<file path="config.mk">
export PLATFORM = sky130hd
export DESIGN_NAME = alu_muldiv_unit
export DESIGN_NICKNAME = d
export VERILOG_FILES = /design/src/rtl/alu_muldiv_unit.sv
export SDC_FILE = /design/constraint.sdc
export NUM_CORES = 1
export LEC_CHECK = 0
export CORE_MARGIN = 4
export CORE_UTILIZATION = 40
export CTS_CLUSTER_SIZE = 14
export DETAILED_ROUTE_END_ITERATION = 16
export PLACE_DENSITY = 0.56
export SYNTH_ARGS = -nofsm -noshare
export SYNTH_HDL_FRONTEND = slang
export SYNTH_SLANG_ARGS = --single-unit
</file>
<file path="constraint.sdc">
create_clock -name Clk -period 5.7 [get_ports Clk]
set_clock_uncertainty 0.2 [all_clocks]
set_input_delay 1.14 -clock Clk [delete_from_list [all_inputs] [get_ports Clk]]
set_output_delay 1.14 -clock Clk [all_outputs]
set_load 0.03 [all_outputs]
</file>
<file path="src/rtl/alu_muldiv_unit.sv">
// Execute-stage ALU: combinational single-cycle ops plus an iterative multiply/divide
// engine that owns the architectural HI/LO registers and stalls the pipeline via Busy.
module alu_muldiv_unit #(
  parameter int WIDTH   = 32,
  parameter int SHAMT_W = 5
) (
  input  logic               Clk,
  input  logic               Reset,
  input  logic [4:0]         ALUControl,
  input  logic [WIDTH-1:0]   A,
  input  logic [WIDTH-1:0]   B,
  input  logic [SHAMT_W-1:0] Shamt,
  input  logic               Start,
  output logic [WIDTH-1:0]   ALUResult,
  output logic               Zero,
  output logic               SignBit,
  output logic [WIDTH-1:0]   HI,
  output logic [WIDTH-1:0]   LO,
  output logic               Busy,
  output logic               Done
);

  // state | meaning
  // IDLE  | accepting ops; MTHI/MTLO write here
  // MUL   | shift-add iterations, one per cycle
  // DIV   | restoring-divide iterations, one per cycle
  // DONE  | HI/LO just written, Done pulses
  typedef enum logic [1:0] {IDLE, MUL, DIV, DONE} state_t;

  localparam int CW = SHAMT_W + 1;

  state_t           state, state_n;
  logic [CW-1:0]    cnt;
  logic [WIDTH-1:0] acc_hi, acc_lo, mcand;
  logic             neg_q, neg_r, div_zero;

  logic             is_mul, is_div, signed_op, issue, last_iter;
  logic             sign_a, sign_b;
  logic [WIDTH-1:0] mag_a, mag_b;

  assign is_mul    = (ALUControl == 5'd8)  || (ALUControl == 5'd12);
  assign is_div    = (ALUControl == 5'd13) || (ALUControl == 5'd14);
  assign signed_op = (ALUControl == 5'd8)  || (ALUControl == 5'd13);
  assign issue     = Start && (state == IDLE);
  assign last_iter = (cnt == CW'(1));
  assign sign_a    = signed_op && A[WIDTH-1];
  assign sign_b    = signed_op && B[WIDTH-1];
  assign mag_a     = sign_a ? -A : A;
  assign mag_b     = sign_b ? -B : B;

  always_ff @(posedge Clk or posedge Reset) begin
    if (Reset) state <= IDLE;
    else       state <= state_n;
  end

  always_comb begin
    state_n = state;
    case (state)
      IDLE: begin
        if (issue && is_mul)      state_n = MUL;
        else if (issue && is_div) state_n = DIV;
      end
      MUL, DIV: if (last_iter) state_n = DONE;
      DONE:     state_n = IDLE;
      default:  state_n = IDLE;
    endcase
  end

  assign Busy = (state == MUL) || (state == DIV);
  assign Done = (state == DONE);

  // One iteration of either engine; both share acc_hi/acc_lo/mcand.
  logic [WIDTH:0]     add_sum, sub_diff;
  logic [WIDTH-1:0]   step_hi, step_lo;
  logic [2*WIDTH-1:0] prod, prod_fin;
  logic [WIDTH-1:0]   q_fin, r_fin;

  always_comb begin
    add_sum  = {1'b0, acc_hi} + (acc_lo[0] ? {1'b0, mcand} : '0);
    sub_diff = {acc_hi, acc_lo[WIDTH-1]} - {1'b0, mcand};
    if (state == MUL) begin
      step_hi = add_sum[WIDTH:1];
      step_lo = {add_sum[0], acc_lo[WIDTH-1:1]};
    end else if (!sub_diff[WIDTH]) begin
      step_hi = sub_diff[WIDTH-1:0];
      step_lo = {acc_lo[WIDTH-2:0], 1'b1};
    end else begin
      step_hi = {acc_hi[WIDTH-2:0], acc_lo[WIDTH-1]};
      step_lo = {acc_lo[WIDTH-2:0], 1'b0};
    end
    prod     = {step_hi, step_lo};
    prod_fin = neg_q ? -prod : prod;
    // Divide by zero leaves the dividend magnitude as remainder, so the sign fix restores A.
    q_fin    = div_zero ? '1 : (neg_q ? -step_lo : step_lo);
    r_fin    = neg_r ? -step_hi : step_hi;
  end

  always_ff @(posedge Clk or posedge Reset) begin
    if (Reset) begin
      cnt      <= '0;
      acc_hi   <= '0;
      acc_lo   <= '0;
      mcand    <= '0;
      neg_q    <= 1'b0;
      neg_r    <= 1'b0;
      div_zero <= 1'b0;
      HI       <= '0;
      LO       <= '0;
    end else begin
      case (state)
        IDLE: begin
          if (issue && (is_mul || is_div)) begin
            cnt      <= CW'(WIDTH);
            acc_hi   <= '0;
            acc_lo   <= is_mul ? mag_b : mag_a;
            mcand    <= is_mul ? mag_a : mag_b;
            neg_q    <= sign_a ^ sign_b;
            neg_r    <= sign_a;
            div_zero <= (B == '0);
          end else if (issue && ALUControl == 5'd17) begin
            HI <= A;
          end else if (issue && ALUControl == 5'd18) begin
            LO <= A;
          end
        end
        MUL, DIV: begin
          cnt    <= cnt - CW'(1);
          acc_hi <= step_hi;
          acc_lo <= step_lo;
          if (last_iter) begin
            if (state == MUL) begin
              HI <= prod_fin[2*WIDTH-1:WIDTH];
              LO <= prod_fin[WIDTH-1:0];
            end else begin
              HI <= r_fin;
              LO <= q_fin;
            end
          end
        end
        default: ;
      endcase
    end
  end

  always_comb begin
    ALUResult = '0;
    case (ALUControl)
      5'd0:  ALUResult = A + B;
      5'd1:  ALUResult = A - B;
      5'd2:  ALUResult = A & B;
      5'd3:  ALUResult = A | B;
      5'd4:  ALUResult = A ^ B;
      5'd5:  ALUResult = B << Shamt;
      5'd6:  ALUResult = B >> Shamt;
      5'd7:  ALUResult = {{(WIDTH-1){1'b0}}, ($signed(A) < $signed(B))};
      5'd9:  ALUResult = ~(A | B);
      5'd10: ALUResult = WIDTH'($signed(B) >>> Shamt);
      5'd11: ALUResult = {{(WIDTH-1){1'b0}}, (A < B)};
      5'd15: ALUResult = HI;
      5'd16: ALUResult = LO;
      default: ALUResult = '0;
    endcase
  end

  assign Zero    = (ALUResult == '0);
  assign SignBit = ALUResult[WIDTH-1];

endmodule

</file>
* After elaboration in Yosys (flattened, before gate mapping) *
Index checks and enable logic that the tools add are counted.

operators by class
  $add $sub $neg = 10
  order comparisons = 2
  eq/ne operators = 29
  shift operators = 3
  multiplexer cells = 35
  bitwise operators = 5
  reduce and logical (&&, ||, !) cells = 24

operators by type and width
  cell                number
  $mux 32             22
  $pmux 32 s13        1
  $pmux 32 s2         4
  $neg 32->32         4
  $logic_not 32->1    2
  $lt 32x32->1        2
  $mux 64             1
  $neg 64->64         1
  $eq 5x4->1 const B  8
  $add 32x32->33      1
  $sub 33x32->33      1
  $add 32x32->32      1
  $and 32x32->32      1
  $not 32->32         1
  $or 32x32->32       1
  $shl 32x5->32       1
  $shr 32x5->32       1
  $sshr 32x5->32      1
  $sub 32x32->32      1
  $xor 32x32->32      1
  $eq 5x3->1 const B  4
  $eq 5x5->1 const B  3
  $pmux 6 s2          1
  $eq 5x2->1 const B  2
  other kinds (22)    42

storage, ports and cells
  register bits = 171
  word-level logic and storage cells = 118

* Logic depth before layout (Yosys ltp) *
Gate-level depths: netlist of run 1.

  depth in word-level cells = 9
  gate-level depth with buffers = 27

* Worst setup path after synthesis of run 1 *
No wires, ideal clock.

  path kind = input to output
  from = input B[1]
  to = output Zero
  arrival time = 5.372 ns
  required time = 4.360 ns
  path slack = -1.012 ns
  stages on the path = 16
  cell sequence = clkbuf_1 -> inv_1 -> ha_1 -> a21oi_1 -> o21bai_1 -> a2111oi_0 -> nor3_1 -> o2111a_1 -> o21ai_0 -> a21oi_1 -> a221oi_1 -> o21ai_0 -> or3b_2 -> nor4_1 -> nand4_1 -> nor3_1

on the way
  elaborated cells on any way between the ends = 13
  those cells by class = add/sub (2); order compare (2); shift (3); mux (1); bitwise (4); reduce/logical (1)

RTL lines
  item                                    line  RTL
  start, declared                         11    input logic [WIDTH-1:0] B,
  $sub 32x32->32 (tied with other cells)  149   5'd1: ALUResult = A - B;
  $pmux 32 s13 (*)                        147   case (ALUControl)
  via ALUResult[15]                       14    output logic [WIDTH-1:0] ALUResult,
  $logic_not 32->1 (*)                    165   assign Zero = (ALUResult == '0);
  end, declared                           15    output logic Zero,

The timed path passes the listed nets; every way through them passes the cells marked *.

* Worst setup path in the final report of run 1 *
  from = input B[14]
  to = output Zero

on the way
  cells in the longest elaborated chain, start to end = 4
  elaborated cells on any way between the ends = 13
  those cells by class = add/sub (2); order compare (2); shift (3); mux (1); bitwise (4); reduce/logical (1)

ends and longest elaborated chain
  item                                                    line
  branches (longest 2 deep; another with $sub 32x32->32)  --
  $pmux 32 s13 (*)                                        147
  $logic_not 32->1 (*)                                    165

Mark *: on every way between the ends.

==> results by group, run 1 <==
Synth
  – Synth Flop Type: dfrtp_1
  – Post-Syn Area per Cell: between 7 and 8 µm²
  – Syn_nets: 3822
  – Post-synth ARST share: 1.00
  – Sequential fraction of the synthesis area: 0.164
  – Synth Register Bits: 171
  – Post-synth EDFFs: 0
  – Synth cell types: between 100 and 150
  – Syn Std Cell Area: 0.0262 mm²
  – Cells after Synth: 3572
  – Yosys warning total: 0

Power and ir drop
  – Pwr/cell area: 458 mW/mm²
  – Worst VDD drop: 0.384 mV
  – Pleak: 16.5 nW

Place
  – I/O Buffers: 176
  – Inst Count DP: 5182
  – Post-detail-place hpwl: 110000 µm
  – Final Wtd Congestion: 1.03

Die
  – I/O pin cnt: 177
  – Starting Density: 0.405
  – Die Width: 264 µm
  – Die Y-Extent: 264 µm
  – Floorplan row count: between 90 and 100
  – Total Die Area: 0.0696 mm²
  – Core footprint: 0.0646 mm²

STA
  – Final setup violation count: 6
  – Worst-margin pin slew: 1.14 ns
  – Max Slew Vio Count: 0
  – Final WS setup: -0.698 ns
  – Fin crit period: 6.40 ns
  – Post-Route Setup TNS: -1.25 ns
  – Final hold viol count: 0
  – Final period util: 1.12
  – Maximum clock frequency: 156 MHz
  – RSZ-0062 raised after global routing: true
  – Relative slew margins: 0.242

Hold path
  – HP Class: reg2reg
  – HP Start: mcand[8]
  – Hold Path Sink: mcand[8]
  – Worst hold stages: 2

Worst setup path
  – RR Startpoint: acc_lo[31]
  – Worst Setup End Kind: output pin
  – Cells on worst reg2reg path: 26
  – Reg2Reg Setup Slack: roughly 0.15 ns
  – RR Endpoint: HI[30]
  – Startpoint types: input pin
  – Worst setup path category: in2out
  – Req. time, crit path: 4.36 ns
  – Worst Path Arrival: 5.06 ns
  – Worst-path fanout max: 3

CTS
  – Clock Latency Late Sink: 0.46 ns
  – Num CTS Buffers: 17
  – Clk pin slew, worst setup/hold paths: ~0.070 ns
  – Clk buf depth: 2
  – CTS tree: built
  – CTS sink cnt: 171
  – CTS Root Cell: clkbuf_16
  – H-Tree Level Count: 4
  – Hold buffers post-CTS: 0

GRT
  – First-pass GRT wire length: ~200000 µm
  – Antenna violations before repair: 1
  – GRT Resource Usage Total: 0.369
  – Largest net degree at the start of global routing: 147
  – Vias in the first global route: 30400
  – Grt ovf: 0

Run status
  – Status: finished with violations
  – Violations in the final reports: setup timing

Drt
  – Routed len/inst: about 25 µm
  – Via count: 33000
  – 1st-iter DRT viols: 4355
  – Antenna-violating nets left: 0
  – Via density: 6.21
  – DR DRC count: 0
  – First drt pass iteration count: 6
  – Final WL: 135000 µm

Final layout
  – Final Instance Count excl. Fillers: roughly 5300
  – Share of layout cells above drive strength 1: 0.317
  – # fillers: 6206
  – Layout net count: 4690
  – Most common cell after layout, fill and taps aside: buf_4
  – Reg area: 0.00428 mm²
  – Area Overhead vs Synth: 43.5%
  – Multi-input combinational cell area: 0.0215 mm²
  – Commonest cells after routing, fill and taps aside: buf_4 (875), nand2_1 (361), nor2_1 (334), a21oi_1 (304), o21ai_0 (296)

Job
  – Maxcap violations: 0
## cells in the mapped netlist, types with 24 or more instances
cell,n,area (µm²)
o21ai_0,317,1590
nand3_1,73,365
and2_1,62,388
a22o_1,30,263
o211ai_1,39,293
o22ai_1,50,313
a21oi_1,320,1600
and3_1,33,206
xnor2_1,118,1030
nand2b_1,39,244
dfrtp_1,171,4280
nor2_1,342,1280
mux4_2,57,1280
nand4_1,35,219
a21o_1,55,413
o31ai_1,34,255
ha_1,169,2110
a31oi_1,39,244
inv_1,163,612
buf_1,27,101
nor3_1,89,445
buf_2,26,130
nor4_1,24,150
a221oi_1,28,245
nand2_1,371,1390
xor2_1,41,359
mux2i_1,108,1080
clkbuf_1,195,732
or3_1,27,169
a211oi_1,69,518
## worst max-delay path, stage by stage
cell and delay [ns]:
clkdlybuf4s15_2 0.25, buf_4 0.16, mux4_2 0.47, mux4_2 0.48, o21ai_1 0.13, nand2_1 0.11, a2111o_1 0.39, or4_4 0.54
nand4bb_4 0.30, nor4bb_2 0.30, buf_4 0.17, nand4_1 0.20, nor3_4 0.27, buf_12 0.14
## flip-flops by register name (all words and copies together) (netlist names)
register and flops:
cnt 6, acc_hi 32, div_zero 1, state 2, neg_r 1, acc_lo 32, HI 32, mcand 32
neg_q 1, LO 32
## cell families after synthesis
family	Yosys count	synth area share
simple gates	1206	0.222
mux	188	0.100
buf+inv	433	0.0673
fa+ha+maj	173	0.0839
xor+xnor	159	0.0532
compound gates	1242	0.310
flops	171	0.164
## cell type report
type / instances / share of cell area
multi-input cells: 2968 / 0.574
repair buffers: 1114 / 0.250
flip-flops and latches: 171 / 0.114
well taps: 855 / 0.0285
inverters: 168 / 0.0174
clock buffers: 20 / 0.0124
clock inverters: 12 / 0.00427
diodes: 1 / 0.0000666
## worst max path at each step
stage                end  depth (start not counted)  slack, ns   from
finish              Zero                         14      -0.70  B[14]
global route        Zero                         15      -0.82  B[30]
CTS                 Zero                         16      -0.53   B[0]
detailed placement  Zero                         20      -1.48   A[0]
global placement    Zero                         17      -1.28   A[0]
floorplan           Zero                         16      -0.26   B[9]
## power breakdown
| part | switching, W | internal, W |
|---|---|---|
| sequential | 0.000700 | 0.00177 |
| clock | 0.000568 | 0.000730 |
| combinational | 0.00811 | 0.00531 |
| total | 0.00938 | 0.00781 |
## per-layer routing
| layer | global-route usage | wire length (µm) | vias to the layer above | share of wire |
|---|---|---|---|---|
| met2 | 0.549 | 56700 | 1868 | 0.42 |
| met5 | 0 | 0 | - | 0 |
| met4 | 0.121 | 5640 | 0 | 0.042 |
| met3 | 0.0828 | 14000 | 272 | 0.10 |
| met1 | 0.531 | 58800 | 15800 | 0.43 |
| li1 | - | - | 15000 | - |
## repair_timing
item                                   CTS  global route
pin swaps                               84            61
gates cloned                             1             0
buffers inserted                        79            22
setup endpoints to repair               33            34
endpoints found under the hold margin    0             0
resized for setup                      339           165
## per-stage QoR
stage | setup slack (ns) | hold WS [ns] | area, µm² | power [W] | util
2_1_floorplan | -0.261 | 0.244 | 26400 | 0.0100 | -
3_3_place_gp | -1.28 | 0.287 | 34800 | 0.0151 | 0.539
3_5_place_dp | -1.48 | 0.292 | 34800 | 0.0152 | 0.539
4_1_cts | -0.528 | 0.312 | 36900 | 0.0167 | 0.571
5_1_grt | -0.816 | 0.335 | 37500 | 0.0182 | 0.581
6_report | -0.698 | 0.312 | 37500 | 0.0172 | 0.581
(Power assumes the default switching activity.)
==> run 2: changes to the inputs <==
Settings changed: PLACE_DENSITY 0.56 to 0.54.
Clock period 5.7 ns to 5.9 ns, I/O delays scaled along.
==> run 2 against run 1 <==
Against the previous run:
- the flow still finishes with violations (setup timing)
- routed wire length up 4.5%
- setup slack gained 0.12 ns
- final area down 2.8%
- via count rose by 0.91%
- final cell count decreased by 2.0%
- critical endpoint unchanged
- largest cell class unchanged
==> results by group, run 2 (synthesis gave the netlist of run 1 again) <==
Place
  – Post-detail-place hpwl: 116000 µm
  – Setup WS pre-CTS: -1.37 ns
  – I/O Buffers: 176
  – Placed instance area: 0.0342 mm²
  – Final Wtd Congestion: between 1 and 1.5
  – Inst Count DP: 5096

Worst setup path
  – Top delay family on crit path: simple AND/OR/NAND/NOR gates
  – Crit-path cells: clkdlybuf4s15_1 -> mux4_2 -> mux4_2 -> nand2_4 -> nand2_2 -> a2111o_1 -> or4_4 -> nand4bb_4 -> nor4bb_4 -> buf_4 -> nand4_1 -> nor3_4 -> buf_12
  – Worst Setup End Kind: output pin
  – Crit path buf inv count: 3
  – Reg2Reg Setup Slack: 0.19 ns
  – Crit-path max cell delay: approximately 0.55 ns
  – Slowest cell on crit path: mux4_2
  – Most frequent CP cell: mux4_2
  – Worst-path fanout max: 3
  – Worst setup path category: in2out
  – Worst Path Arrival: 5.10 ns
  – Startpoint types: input pin
  – Req. time, crit path: 4.52 ns

CTS
  – CTS Root Cell: clkbuf_16
  – CTS tree: built
  – H-Tree Level Count: 4
  – Clk buf depth: 2
  – Clock Latency Late Sink: between 0.4 and 0.5 ns
  – Hold buffers post-CTS: 0
  – Num CTS Buffers: 17
  – CTS sink cnt: 171
  – Clk pin slew, worst setup/hold paths: 0.06 ns

Drt
  – DR DRC count: 0
  – 1st-iter DRT viols: 4883
  – Final WL: 141000 µm
  – Antenna-violating nets left: 0
  – Routed len/inst: 27.1 µm
  – Via density: 6.39
  – First drt pass iteration count: 7
  – Via count: 33300

STA
  – Final hold viol count: 0
  – Final setup violation count: 3
  – Fin crit period: 6.48 ns
  – Max Slew Vio Count: 0
  – Final period util: 1.10
  – RSZ-0062 raised after global routing: true
  – Final WS setup: -0.578 ns
  – Maximum clock frequency: between 150 and 200 MHz
  – Relative slew margins: 0.335
  – Worst-margin pin slew: 0.995 ns

GRT
  – First-pass GRT wire length: 206000 µm
  – Antenna violations before repair: 3
  – Grt ovf: 0
  – Vias in the first global route: 31400
  – Largest net degree at the start of global routing: 105
  – GRT Resource Usage Total: 0.387

Final layout
  – Commonest cells after routing, fill and taps aside: buf_4 (793), nand2_1 (365), nor2_1 (334), a21oi_1 (308), o21ai_0 (299)
  – Final Cell Area: roughly 0.036 mm²
  – Share of layout cells above drive strength 1: 0.293
  – Final Instance Count excl. Fillers: between 5000 and 6000
  – # fillers: between 6000 and 7000
  – Area Overhead vs Synth: 39.5%
  – Layout net count: 4586
  – Most common cell after layout, fill and taps aside: buf_4

Die
  – Die Width: 264 µm
  – Floorplan row count: just over 90
  – Core footprint: 0.0646 mm²
  – Total Die Area: between 0.06 and 0.07 mm²
  – Starting Density: 0.405
  – I/O pin cnt: approximately 180
  – Die Y-Extent: 264 µm

Run status
  – Violations in the final reports: setup timing
  – Status: finished with violations

Power and ir drop
  – Pwr/cell area: 440 mW/mm²
  – Pleak: 15.8 nW
  – Tot Pwr: 0.0161 W
  – Worst VDD drop: 0.381 mV

Job
  – Maxcap violations: 0

Hold path
  – HP Class: reg2reg
run 2: layout make-up:
type / instances / area (µm²) / share of cell area
multi-input combinational: 2968 / 21400 / 0.587
timing repair buffer: 1010 / 8520 / 0.234
clock inverter: 9 / 91.3 / 0.00250
sequential: 171 / 4280 / 0.117
clock buffer: 21 / 460 / 0.0126
antenna: 2 / 5.00 / 0.000137
tap: 855 / 1070 / 0.0293
inverter: 168 / 647 / 0.0177
run 2: worst reg2reg max path, cell delays in order, from the launching register on:
cell and delay, ns:
dfrtp_1 0.39, inv_1 0.08, ha_1 0.17, inv_1 0.06
fa_1 0.40, a211o_1 0.35, and3_4 0.22, o2111a_2 0.31
o21ai_4 0.20, nand3_4 0.09, nand3_1 0.13, nand2_1 0.13
inv_2 0.11, ha_1 0.16, nor3b_2 0.19, o221a_2 0.25
nand4_1 0.15, or3_4 0.39, nor2_4 0.14, nand2_2 0.11
and3_4 0.22, buf_4 0.13, o21ai_1 0.19, buf_4 0.19
buf_4 0.11, xor2_1 0.23, a21oi_1 0.12, a21o_1 0.20
run 2: where the power goes:
group / internal [W] / total, W / switching (W) / leakage, nW
Combinational: 0.00472 / 0.0124 / 0.00772 / 13.4
Sequential: 0.00171 / 0.00250 / 0.000791 / 2.13
Clock: 0.000601 / 0.00112 / 0.000521 / 0.258
run 2: path summary, 6_finish.rpt:
check                                end  startpoint  depth (start not counted)
worst min-delay path            div_zero    div_zero                          2
worst max register to register    HI[14]  acc_lo[31]                         27
worst min register to register  div_zero    div_zero                          2
min in group asynchronous          HI[4]       Reset                          2
worst max-delay path                Zero       B[29]                         13
max in group asynchronous         HI[23]       Reset                          3
run 2: stage by stage:
step | util | setup TNS (ns) | hold slack, ns
2_1_floorplan | - | -0.109 | 0.244
3_3_place_gp | 0.530 | -9.78 | 0.283
3_5_place_dp | 0.530 | -10.09 | 0.290
4_1_cts | 0.557 | -1.02 | 0.302
5_1_grt | 0.565 | -1.69 | 0.344
6_report | 0.565 | -1.19 | 0.307
run 2: timing repair:
item	CTS	global route
endpoints found under the hold margin	0	0
setup buffers	62	17
setup endpoints to repair	25	25
gates resized for setup	303	115
pin swaps	71	58
run 2: routing by layer:
layer  share of wire  track usage  wire, µm  vias up
li1                -            -         -    14800
met1            0.43        0.544     60400    16100
met2            0.42        0.575     59500     2037
met3            0.11       0.0974     15100      307
met4           0.044        0.140      6280        2
met5        0.000078            0        11        -
